--- config.mk ---
export PLATFORM = sky130hd
export DESIGN_NAME = multu_hilo_unit
export DESIGN_NICKNAME = d
export VERILOG_FILES = /design/src/rtl/multu_hilo_unit.sv
export SDC_FILE = /design/constraint.sdc
export NUM_CORES = 1
export LEC_CHECK = 0
export CORE_AREA = 2 2 144 146
export DETAILED_ROUTE_END_ITERATION = 7
export DIE_AREA = 0 0 146 148
export PLACE_DENSITY = 0.7
export REMOVE_ABC_BUFFERS = 1
export SYNTH_ARGS = -nofsm -noshare
export SYNTH_HDL_FRONTEND = slang
export SYNTH_SLANG_ARGS = --single-unit
export TNS_END_PERCENT = 30
--- constraint.sdc ---
create_clock -name clk -period 3.2 [get_ports clk]
set_input_delay 0.96 -clock clk [delete_from_list [all_inputs] [get_ports clk]]
set_output_delay 0.96 -clock clk [all_outputs]
set_load 0.03 [all_outputs]
--- src/rtl/multu_hilo_unit.sv ---
// Radix-2 shift-add unsigned multiplier with HI/LO registers.
// Serves MULTU, MFHI and MFLO beside the EX-stage ALU.
module multu_hilo_unit #(
    parameter int WIDTH = 32
) (
    input  logic             clk,
    input  logic             rst,
    input  logic             start,
    input  logic [WIDTH-1:0] dataA,
    input  logic [WIDTH-1:0] dataB,
    input  logic             sel_hi,
    output logic             busy,
    output logic             done,
    output logic [WIDTH-1:0] hi,
    output logic [WIDTH-1:0] lo,
    output logic [WIDTH-1:0] rd_data
);

    localparam int CW = $clog2(WIDTH) + 1;

    typedef enum logic [1:0] {
        IDLE,
        RUN,
        DONE
    } state_t;

    state_t             state;
    state_t             state_nx;
    logic [WIDTH-1:0]   mcand;
    logic [2*WIDTH-1:0] prod;
    logic [2*WIDTH-1:0] prod_step;
    logic [WIDTH:0]     sum;
    logic [CW-1:0]      cnt;
    logic               last;
    logic               load;

    // Carry is kept in sum[WIDTH] and lands in the top bit after the shift.
    always_comb begin
        sum = {1'b0, prod[2*WIDTH-1:WIDTH]};
        if (prod[0]) begin
            sum = sum + {1'b0, mcand};
        end
        prod_step = {sum, prod[WIDTH-1:1]};
        last      = (cnt == CW'(WIDTH - 1));
    end

    always_comb begin
        state_nx = state;
        load     = 1'b0;
        unique case (state)
            IDLE: begin
                if (start) begin
                    load     = 1'b1;
                    state_nx = RUN;
                end
            end
            RUN: begin
                if (last) begin
                    state_nx = DONE;
                end
            end
            DONE: begin
                if (start) begin
                    load     = 1'b1;
                    state_nx = RUN;
                end else begin
                    state_nx = IDLE;
                end
            end
            default: state_nx = IDLE;
        endcase
    end

    always_ff @(posedge clk) begin
        if (rst) begin
            state <= IDLE;
            mcand <= '0;
            prod  <= '0;
            cnt   <= '0;
            hi    <= '0;
            lo    <= '0;
        end else begin
            state <= state_nx;
            if (load) begin
                mcand <= dataA;
                prod  <= {{WIDTH{1'b0}}, dataB};
                cnt   <= '0;
            end else if (state == RUN) begin
                prod <= prod_step;
                cnt  <= cnt + CW'(1);
                if (last) begin
                    {hi, lo} <= prod_step;
                end
            end
        end
    end

    assign busy    = (state == RUN);
    assign done    = (state == DONE);
    assign rd_data = sel_hi ? hi : lo;

endmodule
==> impl_metrics.csv, run 1 <==
group,metric,value,unit
outcome,status,"finished, final reports clean",
setup_path,r2r-start,"prod[32]$_SDFFE_PP0P_",
detailed_routing,avgRoutedWirePerCell,16.2,µm
hold_path,worstHoldStart,"lo[25]$_SDFFE_PP0P_",
flow_run,cap_violations,0,
setup_path,reg2reg_to,"hi[23]$_SDFFE_PP0P_",
cts,clockRootBuffer,"clkbuf_16",
synth,avgSynthCellArea,7.86,µm²
placed_design,place.gp.congestion,0.930,
placed_design,place_ws,-0.0153,ns
floorplanning,die_w,146,µm
timing,final_max_slew_viol_count,0,
cts,clk_latency,0.43,ns
pwr,irDropWorstVdd,0.351,mV
synth,yosys_warnings,0,
synth,postSynth.asyncResetShare,0,
detailed_routing,vias_per_cell,5.56,
layout,drive_gt1_frac,0.0889,
setup_path,critical-path-top-delay-family,"buffers and inverters",
timing,final.setup_skew,0.00663,ns
layout,layout.cells.non_filler,1530,
floorplanning,die_h,148,µm
timing,period_needed,3.16,ns
synth,synth_top_cell_by_area,"dfxtp_1",
timing,worst_pin_slew,0.873,ns
global_routing,grt_pass1_wl,40.3,mm
setup_path,slowest_delay,0.59,ns
timing,holdWs,0.464,ns
synth,synth-seq-area-share,0.378,
floorplanning,start_util,0.444,
cts,cts_tree,"done",
timing,rsz0062_at_grt,"no",
placed_design,port_buffers,165,
detailed_routing,drt-pass1-iter-count,7,
placed_design,dpl.cell_count,1499,
hold_path,whs_path_depth,2,
global_routing,grt_use_total,0.228,
layout,antenna_cells,0,
setup_path,cp-end-kind,"output port",
synth,ys_seq_elements,168,
detailed_routing,drt_iter0_drc,461,
synth,syn_inst,1131,
global_routing,antenna_found_initial,0,
synth,synth_top_area_share,0.378,
layout,area_growth,27.6,%
detailed_routing,routed_wl,24.8,mm
synth,synth_edf_count,0,
setup_path,crit_fanout,11,
detailed_routing,drtAntennaViolNets,0,
layout,nets,1350,
global_routing,grt_pass1_vias,8045,
pwr,p_per_area,423,nW/µm²
floorplanning,coreArea,20000,µm²
cts,cts_buffers,17,
cts,cts.sinks,168,
timing,report.final.setup_viol,0,
hold_path,holdPathEnd,"lo[25]$_SDFFE_PP0P_",
synth,synthTopCellsByArea,"dfxtp_1, nand2_1, a21oi_1",
layout,stdcell_area,11400,µm²
setup_path,rrSetupSlack,0.24,ns
floorplanning,dieArea,21600,µm²
timing,fmax,316,MHz
timing,post-route-period-util,0.988,
setup_path,worst_ep_required_time,2.24,ns
cts,cts_max_level,4,
pwr,p_leak,4.60,nW
placed_design,dpl.hpwl,17.1,mm
synth,ys.flop_type,"dfxtp_1",
setup_path,path_cells,"buf_2, buf_12, mux2_2, clkdlybuf4s50_1",
setup_path,cp_slowest_cell,"clkdlybuf4s50_1",
setup_path,cp_num_buf_inv,3,
global_routing,grt-ovfl-total,0,
timing,hold_viol,0,
global_routing,grt_max_degree,105,
floorplanning,ioPinCount,166,
synth,synth_cell_type_count,67,
placed_design,place_area,10800,µm²
floorplanning,placementRows,52,
detailed_routing,drc,0,
setup_path,crit_path_start_kind,"input port",
timing,slew-limit-headroom,0.416,
cts,clk_path_buf_depth,2,
cts,clk_pin_slew_worst_paths,0.07,ns
detailed_routing,dr_total_vias,8506,
setup_path,reg2reg_depth,9,
setup_path,crit_start,"sel_hi",
setup_path,cp.arrival,2.20,ns
synth,syn_area,8890,µm²
setup_path,critical_path_class,"in -> out",
layout,finish.utilization,0.566,
timing,fin_ws,0.0394,ns
hold_path,min-delay-path-class,"reg -> reg",
-- state kept, by name, summed over array words and instances (netlist names) --
| signal | flops |
|---|---|
| cnt | 6 |
| hi | 32 |
| lo | 32 |
| mcand | 32 |
| prod | 64 |
| state | 2 |
-- where the power goes --
group	internal [mW]	switching, mW	leakage [nW]	total [mW]
clock network	0.994	0.899	0.261	1.89
logic	0.269	0.399	2.97	0.668
registers	2.18	0.0653	1.37	2.24
-- cell usage in the layout (no fill, tap or decap), drive strengths merged, types with 16 or more instances in the layout --
master and n:
dfxtp 168, nand2 241, a21o 20, clkdlybuf4s50 140, a211oi 35, o21ai 34
nor2 112, nor3 21, nand3 16, a311oi 36, clkbuf 17, a21oi 125
dlymetal6s2s 21, buf 22, ha 33, mux2 34
-- what timing repair did --
action | in CTS | in global routing
resized for setup | 1 | 21
pin swaps | 0 | 0
hold buffers | 0 | 0
endpoints found under the setup margin | 1 | 21
setup buffers | 0 | 0
-- logic make-up (layout without fill, tap and decap cells) --
group           count (synthesis)  in the layout  share of synthesized area
fa+ha+maj                      34             34                     0.0487
xor+xnor                       17             17                     0.0167
mux                            45             45                     0.0559
flops                         168            168                      0.378
simple gates                  451            451                      0.214
compound gates                321            321                      0.244
buf+inv                        95            224                     0.0424
-- area by class of cell --
cell class | count | area, µm²
fill | 1932 | 8690
multi-input combinational | 868 | 5170
sequential | 168 | 3360
timing repair buffer | 184 | 1910
clock buffer | 17 | 425
tap | 270 | 338
clock inverter | 14 | 104
inverter | 9 | 33.8
-- Yosys cell counts (3+ instances only) --
cell       number
nand2_1       241
dfxtp_1       168
a21oi_1       124
nor2_1        112
clkbuf_1       64
a311oi_1       36
a211oi_1       33
ha_1           33
mux2_2         33
o21ai_0        29
nor3_1         21
a21o_1         20
nand3_1        16
buf_1          14
mux2i_1        11
nand4_1        11
a31oi_1        10
o211ai_1       10
xor2_1         10
and3_1          9
inv_1           9
nor2b_1         9
or3_1           7
xnor2_1         7
a2111oi_0       6
o21a_1          6
and2_1          5
nand2b_1        5
nor4_1          5
buf_2           4
buf_4           4
nand3b_1        4
o21ai_1         4
o21bai_1        4
a211o_1         3
o2111ai_1       3
o31ai_1         3
o41ai_1         3
-- worst reg2reg max path, cell delays in order, from the launching register on --
cell       delay [ns]
dfxtp_1          0.33
ha_1             0.23
fa_1             0.41
a21o_1           0.22
a311o_1          0.43
a21oi_4          0.23
a2111oi_2        0.13
o31ai_2          0.39
mux2_4           0.35
a211oi_2         0.16
-- per-stage QoR --
step                power (mW)  setup TNS, ns
floorplan                 2.67        -111.50
global placement          2.94              0
detailed placement        2.95        -0.0153
CTS                       4.84              0
global route              5.01              0
finish                    4.80              0
-- worst max path at each step --
stage	endpoint	slack (ns)	cells past startpoint
2_1_floorplan	hi[26]$_SDFFE_PP0P_	-1.86	6
3_3_place_gp	rd_data[11]	0.009	4
3_5_place_dp	rd_data[3]	-0.02	4
4_1_cts	rd_data[1]	0.003	4
5_1_grt	rd_data[16]	0.01	4
6_report	rd_data[15]	0.04	4
-- layer usage --
layer / vias to the layer above / share of wire / global-route usage
met1: 3974 / 0.47 / 0.303
li1: 4283 / - / -
met3: 34 / 0.045 / 0.0414
met5: - / 0 / 0
met2: 215 / 0.46 / 0.379
met4: 0 / 0.017 / 0.0660
Power figures use the tool's default switching activity.
==> run 2, diff against run 1 <==
--- a/config.mk
+++ b/config.mk
@@ -5,10 +5,12 @@
 export SDC_FILE = /design/constraint.sdc
 export NUM_CORES = 1
 export LEC_CHECK = 0
+export CAP_MARGIN = 10
 export CORE_AREA = 2 2 144 146
+export CTS_CLUSTER_SIZE = 25
 export DETAILED_ROUTE_END_ITERATION = 7
 export DIE_AREA = 0 0 146 148
-export PLACE_DENSITY = 0.7
+export DONT_BUFFER_PORTS = 1
 export REMOVE_ABC_BUFFERS = 1
 export SYNTH_ARGS = -nofsm -noshare
 export SYNTH_HDL_FRONTEND = slang
==> impl_metrics.csv, run 2 (synthesized netlist as in run 1, its figures left out) <==
group,metric,value,unit
outcome,status,"finished, final reports clean",
setup_path,rrSetupSlack,0.34,ns
timing,holdWs,0.459,ns
layout,layout.cells.non_filler,1363,
detailed_routing,drt-pass1-iter-count,5,
floorplanning,die_h,148,µm
flow_run,cap_violations,0,
detailed_routing,avgRoutedWirePerCell,18.0,µm
floorplanning,die_w,146,µm
timing,final.setup_skew,0.0127,ns
pwr,net-switching-power,1.33,mW
placed_design,dpl.cell_count,1332,
setup_path,r2r-start,"mcand[0]$_SDFFE_PP0P_",
global_routing,antenna_found_initial,1,
timing,post-route-period-util,0.895,
cts,clk_path_buf_depth,2,
placed_design,place_area,9060,µm²
hold_path,min-delay-path-class,"reg -> reg",
timing,period_needed,2.86,ns
setup_path,critical_path_class,"reg -> reg",
detailed_routing,dr_total_vias,7811,
global_routing,grt-ovfl-total,0,
hold_path,holdPathEnd,"mcand[16]$_SDFFE_PP0P_",
layout,largest_reg_flops,64,
global_routing,grt_use_total,0.225,
pwr,comb_power_share,0.115,
placed_design,dpl.hpwl,16.4,mm
pwr,switching_share,0.281,
floorplanning,placementRows,52,
setup_path,reg2reg_depth,9,
pwr,seq_power_share,0.476,
layout,stdcell_area,9600,µm²
global_routing,grtUsageMet1,0.304,
floorplanning,ioPinCount,166,
cts,cts_setup_buffers,0,
layout,final_common_cell,"nand2_1",
detailed_routing,vias_per_cell,5.73,
setup_path,cp-end-kind,"flip-flop",
layout,area_growth,7.94,%
detailed_routing,drtAntennaViolNets,0,
layout,nets,1183,
cts,cts_tree,"done",
global_routing,grt_use_met2,0.370,
layout,regMostFlops,"prod",
layout,antenna_cells,0,
timing,rsz0062_at_grt,"no",
setup_path,cp.arrival,3.21,ns
timing,worst_pin_slew,0.785,ns
placed_design,place_ws,0.342,ns
global_routing,grt_pass1_vias,7379,
hold_path,worstHoldStart,"mcand[16]$_SDFFE_PP0P_",
floorplanning,coreArea,20000,µm²
cts,clk_latency,0.43,ns
timing,report.final.setup_viol,0,
timing,final_max_slew_viol_count,0,
cts,clk_pin_slew_worst_paths,0.07,ns
cts,cts_max_level,4,
timing,slew-limit-headroom,0.475,
cts,cts_buffers,17,
setup_path,reg2reg_to,"hi[23]$_SDFFE_PP0P_",
cts,cts.sinks,168,
placed_design,place.gp.congestion,0.871,
timing,fmax,349,MHz
hold_path,whs_path_depth,2,
detailed_routing,drt_iter0_drc,409,
detailed_routing,routed_wl,24.6,mm
timing,hold_viol,0,
layout,finish.utilization,0.479,
layout,final_cell_mix,"nand2_1, dfxtp_1, a21oi_1, nor2_1, a311oi_1",
cts,ctsResizeCount,0,
global_routing,grt_pass1_wl,39.3,mm
cts,ctsHoldBuffers,0,
pwr,p_per_area,491,nW/µm²
timing,setup_tns,0,ns
global_routing,use_met3,0.0451,
pwr,p_leak,3.57,nW
floorplanning,start_util,0.444,
pwr,p_int,3.39,mW
setup_path,worst_ep_required_time,3.55,ns
pwr,clock_power_share,0.408,
setup_path,crit_fanout,4,
global_routing,grt_max_degree,135,
pwr,finalPower,4.71,mW
cts,clockRootBuffer,"clkbuf_16",
floorplanning,dieArea,21600,µm²
timing,fin_ws,0.336,ns
setup_path,crit_path_start_kind,"flip-flop",
placed_design,port_buffers,0,
detailed_routing,drc,0,
layout,drive_gt1_frac,0.0979,
global_routing,top_usage_layer,"met2",
pwr,irDropWorstVdd,0.315,mV
[run 2: routing by layer]
layer | wire length, µm | up-vias
met3 | 1190 | 27
met2 | 11200 | 204
met4 | 332 | 2
met5 | 13 | -
met1 | 11800 | 3619
li1 | - | 3959
[run 2: worst max path at each step]
stage	startpoint	cells past startpoint	endpoint	slack, ns
floorplan	state[1]$_SDFFE_PP0P_	6	hi[26]$_SDFFE_PP0P_	-1.86
global placement	mcand[0]$_SDFFE_PP0P_	9	hi[23]$_SDFFE_PP0P_	0.39
detailed placement	mcand[0]$_SDFFE_PP0P_	9	hi[23]$_SDFFE_PP0P_	0.34
CTS	mcand[0]$_SDFFE_PP0P_	9	hi[23]$_SDFFE_PP0P_	0.32
global route	mcand[0]$_SDFFE_PP0P_	9	hi[17]$_SDFFE_PP0P_	0.08
finish	mcand[0]$_SDFFE_PP0P_	9	hi[23]$_SDFFE_PP0P_	0.34
[run 2: area by class of cell]
cell class	count	area, µm²
Clock buffer	19	443
Clock inverter	12	95.1
Fill cell	2056	10400
Inverter	9	35.0
Multi-Input combinational cell	868	5180
Sequential cell	168	3360
Tap cell	270	338
Timing Repair Buffer	17	140
[run 2: power by group through the flow]
stage / logic [mW] / registers, mW / clock network [mW]
floorplan: 0.391 / 2.28 / 0
global placement: 0.537 / 2.29 / 0
detailed placement: 0.539 / 2.29 / 0
CTS: 0.543 / 2.24 / 1.97
global route: 0.608 / 2.25 / 2.04
finish: 0.543 / 2.24 / 1.92
[run 2: critical path, stage by stage (launching register included)]
cell       delay (ns)
dfxtp_1          0.31
ha_1             0.24
fa_1             0.41
a21o_1           0.23
a311o_1          0.43
a21oi_4          0.23
a2111oi_2        0.12
o31ai_2          0.32
mux2_4           0.34
a211oi_2         0.16
==> run 3, diff against run 2 <==
--- a/config.mk
+++ b/config.mk
@@ -6,10 +6,11 @@
 export NUM_CORES = 1
 export LEC_CHECK = 0
 export CAP_MARGIN = 10
-export CORE_AREA = 2 2 144 146
+export CORE_AREA = 2 2 137 139
+export CTS_CLUSTER_DIAMETER = 40
 export CTS_CLUSTER_SIZE = 25
 export DETAILED_ROUTE_END_ITERATION = 7
-export DIE_AREA = 0 0 146 148
+export DIE_AREA = 0 0 139 141
 export DONT_BUFFER_PORTS = 1
 export REMOVE_ABC_BUFFERS = 1
 export SYNTH_ARGS = -nofsm -noshare
==> impl_metrics.csv, run 3 (synthesized netlist as in run 1, its figures left out) <==
group,metric,value,unit
outcome,status,"finished, final reports clean",
cts,ctsHoldBuffers,0,
timing,worst_pin_slew,0.886,ns
global_routing,grt_max_degree,135,
layout,stdcell_area,9620,µm²
global_routing,grt_pass1_wl,38.8,mm
pwr,net-switching-power,1.27,mW
timing,report.final.setup_viol,0,
detailed_routing,dr_total_vias,7760,
layout,drive_gt1_frac,0.0927,
timing,fmax,351,MHz
layout,final_common_cell,"nand2_1",
setup_path,critical_path_class,"reg -> reg",
placed_design,place.gp.congestion,0.857,
floorplanning,placementRows,50,
cts,cts_tree,"done",
hold_path,holdPathEnd,"mcand[7]$_SDFFE_PP0P_",
timing,hold_viol,0,
floorplanning,die_h,141,µm
cts,clockRootBuffer,"clkbuf_16",
global_routing,grt_use_total,0.245,
timing,period_needed,2.85,ns
placed_design,dpl.hpwl,15.7,mm
cts,ctsResizeCount,0,
cts,clk_pin_slew_worst_paths,0.07,ns
cts,clk_latency,0.44,ns
cts,cts_setup_buffers,0,
setup_path,crit_path_start_kind,"flip-flop",
layout,nFillCells,1800,
layout,nets,1181,
pwr,comb_power_share,0.107,
cts,clk_path_buf_depth,2,
setup_path,path_cells,"ha_1, fa_1, a21o_1, a311o_1, nand2_1, a21oi_1, or3_1, a41oi_1, a211oi_1",
floorplanning,dieArea,19600,µm²
setup_path,crit_fanout,6,
placed_design,port_buffers,0,
placed_design,place_area,9000,µm²
timing,holdWs,0.461,ns
timing,final.setup_skew,0.00902,ns
layout,final_cell_mix,"nand2_1, dfxtp_1, a21oi_1, nor2_1, a311oi_1",
setup_path,cp-end-kind,"flip-flop",
timing,setup_tns,0,ns
detailed_routing,vias_per_cell,5.87,
timing,final_max_slew_viol_count,0,
setup_path,r2r-start,"mcand[0]$_SDFFE_PP0P_",
layout,area_growth,8.22,%
floorplanning,coreArea,18300,µm²
detailed_routing,drc,0,
setup_path,cp_slowest_cell,"a311o_1",
hold_path,whs_path_depth,2,
floorplanning,ioPinCount,166,
global_routing,grt_pass1_vias,7255,
timing,post-route-period-util,0.891,
detailed_routing,avgRoutedWirePerCell,18.5,µm
setup_path,critical-path-top-delay-family,"compound AO/OA/AOI/OAI gates",
detailed_routing,routed_wl,24.4,mm
placed_design,place_ws,0.350,ns
global_routing,grt-ovfl-total,0,
setup_path,slowest_delay,0.42,ns
timing,fin_ws,0.347,ns
detailed_routing,drt_iter0_drc,576,
pwr,p_int,3.76,mW
hold_path,worstHoldStart,"mcand[7]$_SDFFE_PP0P_",
setup_path,cp_num_buf_inv,0,
timing,slew-limit-headroom,0.409,
setup_path,reg2reg_depth,9,
layout,antenna_cells,0,
flow_run,cap_violations,0,
layout,largest_reg_flops,64,
pwr,irDropWorstVdd,0.396,mV
cts,cts.sinks,168,
setup_path,worst_ep_required_time,3.49,ns
floorplanning,start_util,0.487,
layout,regMostFlops,"prod",
pwr,p_per_area,522,nW/µm²
setup_path,cp.arrival,3.14,ns
hold_path,min-delay-path-class,"reg -> reg",
pwr,switching_share,0.252,
floorplanning,die_w,139,µm
pwr,finalPower,5.02,mW
cts,cts_buffers,17,
cts,cts_max_level,4,
timing,rsz0062_at_grt,"no",
setup_path,rrSetupSlack,0.35,ns
setup_path,reg2reg_to,"hi[27]$_SDFFE_PP0P_",
detailed_routing,drt-pass1-iter-count,5,
pwr,seq_power_share,0.447,
pwr,p_leak,3.61,nW
pwr,clock_power_share,0.446,
global_routing,antenna_found_initial,0,
detailed_routing,drtAntennaViolNets,0,
## run 3: final cells by class
class / instances / area, µm² / area share
inverters: 9 / 35.0 / 0.00364
repair buffers: 15 / 125 / 0.0130
multi-input cells: 868 / 5180 / 0.539
well taps: 234 / 293 / 0.0304
flip-flops and latches: 168 / 3360 / 0.350
clock inverters: 8 / 173 / 0.0179
clock buffers: 21 / 450 / 0.0468
## run 3: power by group through the flow
stage                     sequential, mW  combinational [mW]  clock (mW)
final                               2.24               0.538        2.24
after global routing                2.25               0.604        2.36
after CTS                           2.24               0.537        2.27
after detailed placement            2.29               0.534           0
after global placement              2.29               0.532           0
after floorplan                     2.28               0.391           0
## run 3: worst reg2reg max path, stage by stage, from the launching register on
cell and delay (ns):
dfxtp_1 0.31, ha_1 0.24, fa_1 0.41, a21o_1 0.23, a311o_1 0.42, nand2_1 0.09, a21oi_1 0.18, or3_1 0.41
a41oi_1 0.29, a211oi_1 0.11
## run 3: metrics by stage
step | cells | utilization
detailed placement | 1294 | 0.493
global route | 1323 | 0.527
floorplan | 1045 | -
CTS | 1323 | 0.527
global placement | 1294 | 0.493
finish | 1323 | 0.527
## run 3: how the worst max path moves through the flow
stage | start | to | slack (ns) | cells past startpoint
2_1_floorplan | state[1]$_SDFFE_PP0P_ | hi[26]$_SDFFE_PP0P_ | -1.86 | 6
3_3_place_gp | mcand[0]$_SDFFE_PP0P_ | hi[23]$_SDFFE_PP0P_ | 0.41 | 9
3_5_place_dp | mcand[0]$_SDFFE_PP0P_ | prod[49]$_SDFFE_PP0P_ | 0.35 | 9
4_1_cts | mcand[0]$_SDFFE_PP0P_ | prod[49]$_SDFFE_PP0P_ | 0.32 | 9
5_1_grt | mcand[0]$_SDFFE_PP0P_ | prod[49]$_SDFFE_PP0P_ | 0.11 | 9
6_report | mcand[0]$_SDFFE_PP0P_ | hi[27]$_SDFFE_PP0P_ | 0.35 | 9
## run 3: metal layers
layer	GRT usage	part of all wire
met1	0.336	0.48
met2	0.397	0.46
met3	0.0431	0.042
met4	0.0739	0.015
met5	0	0
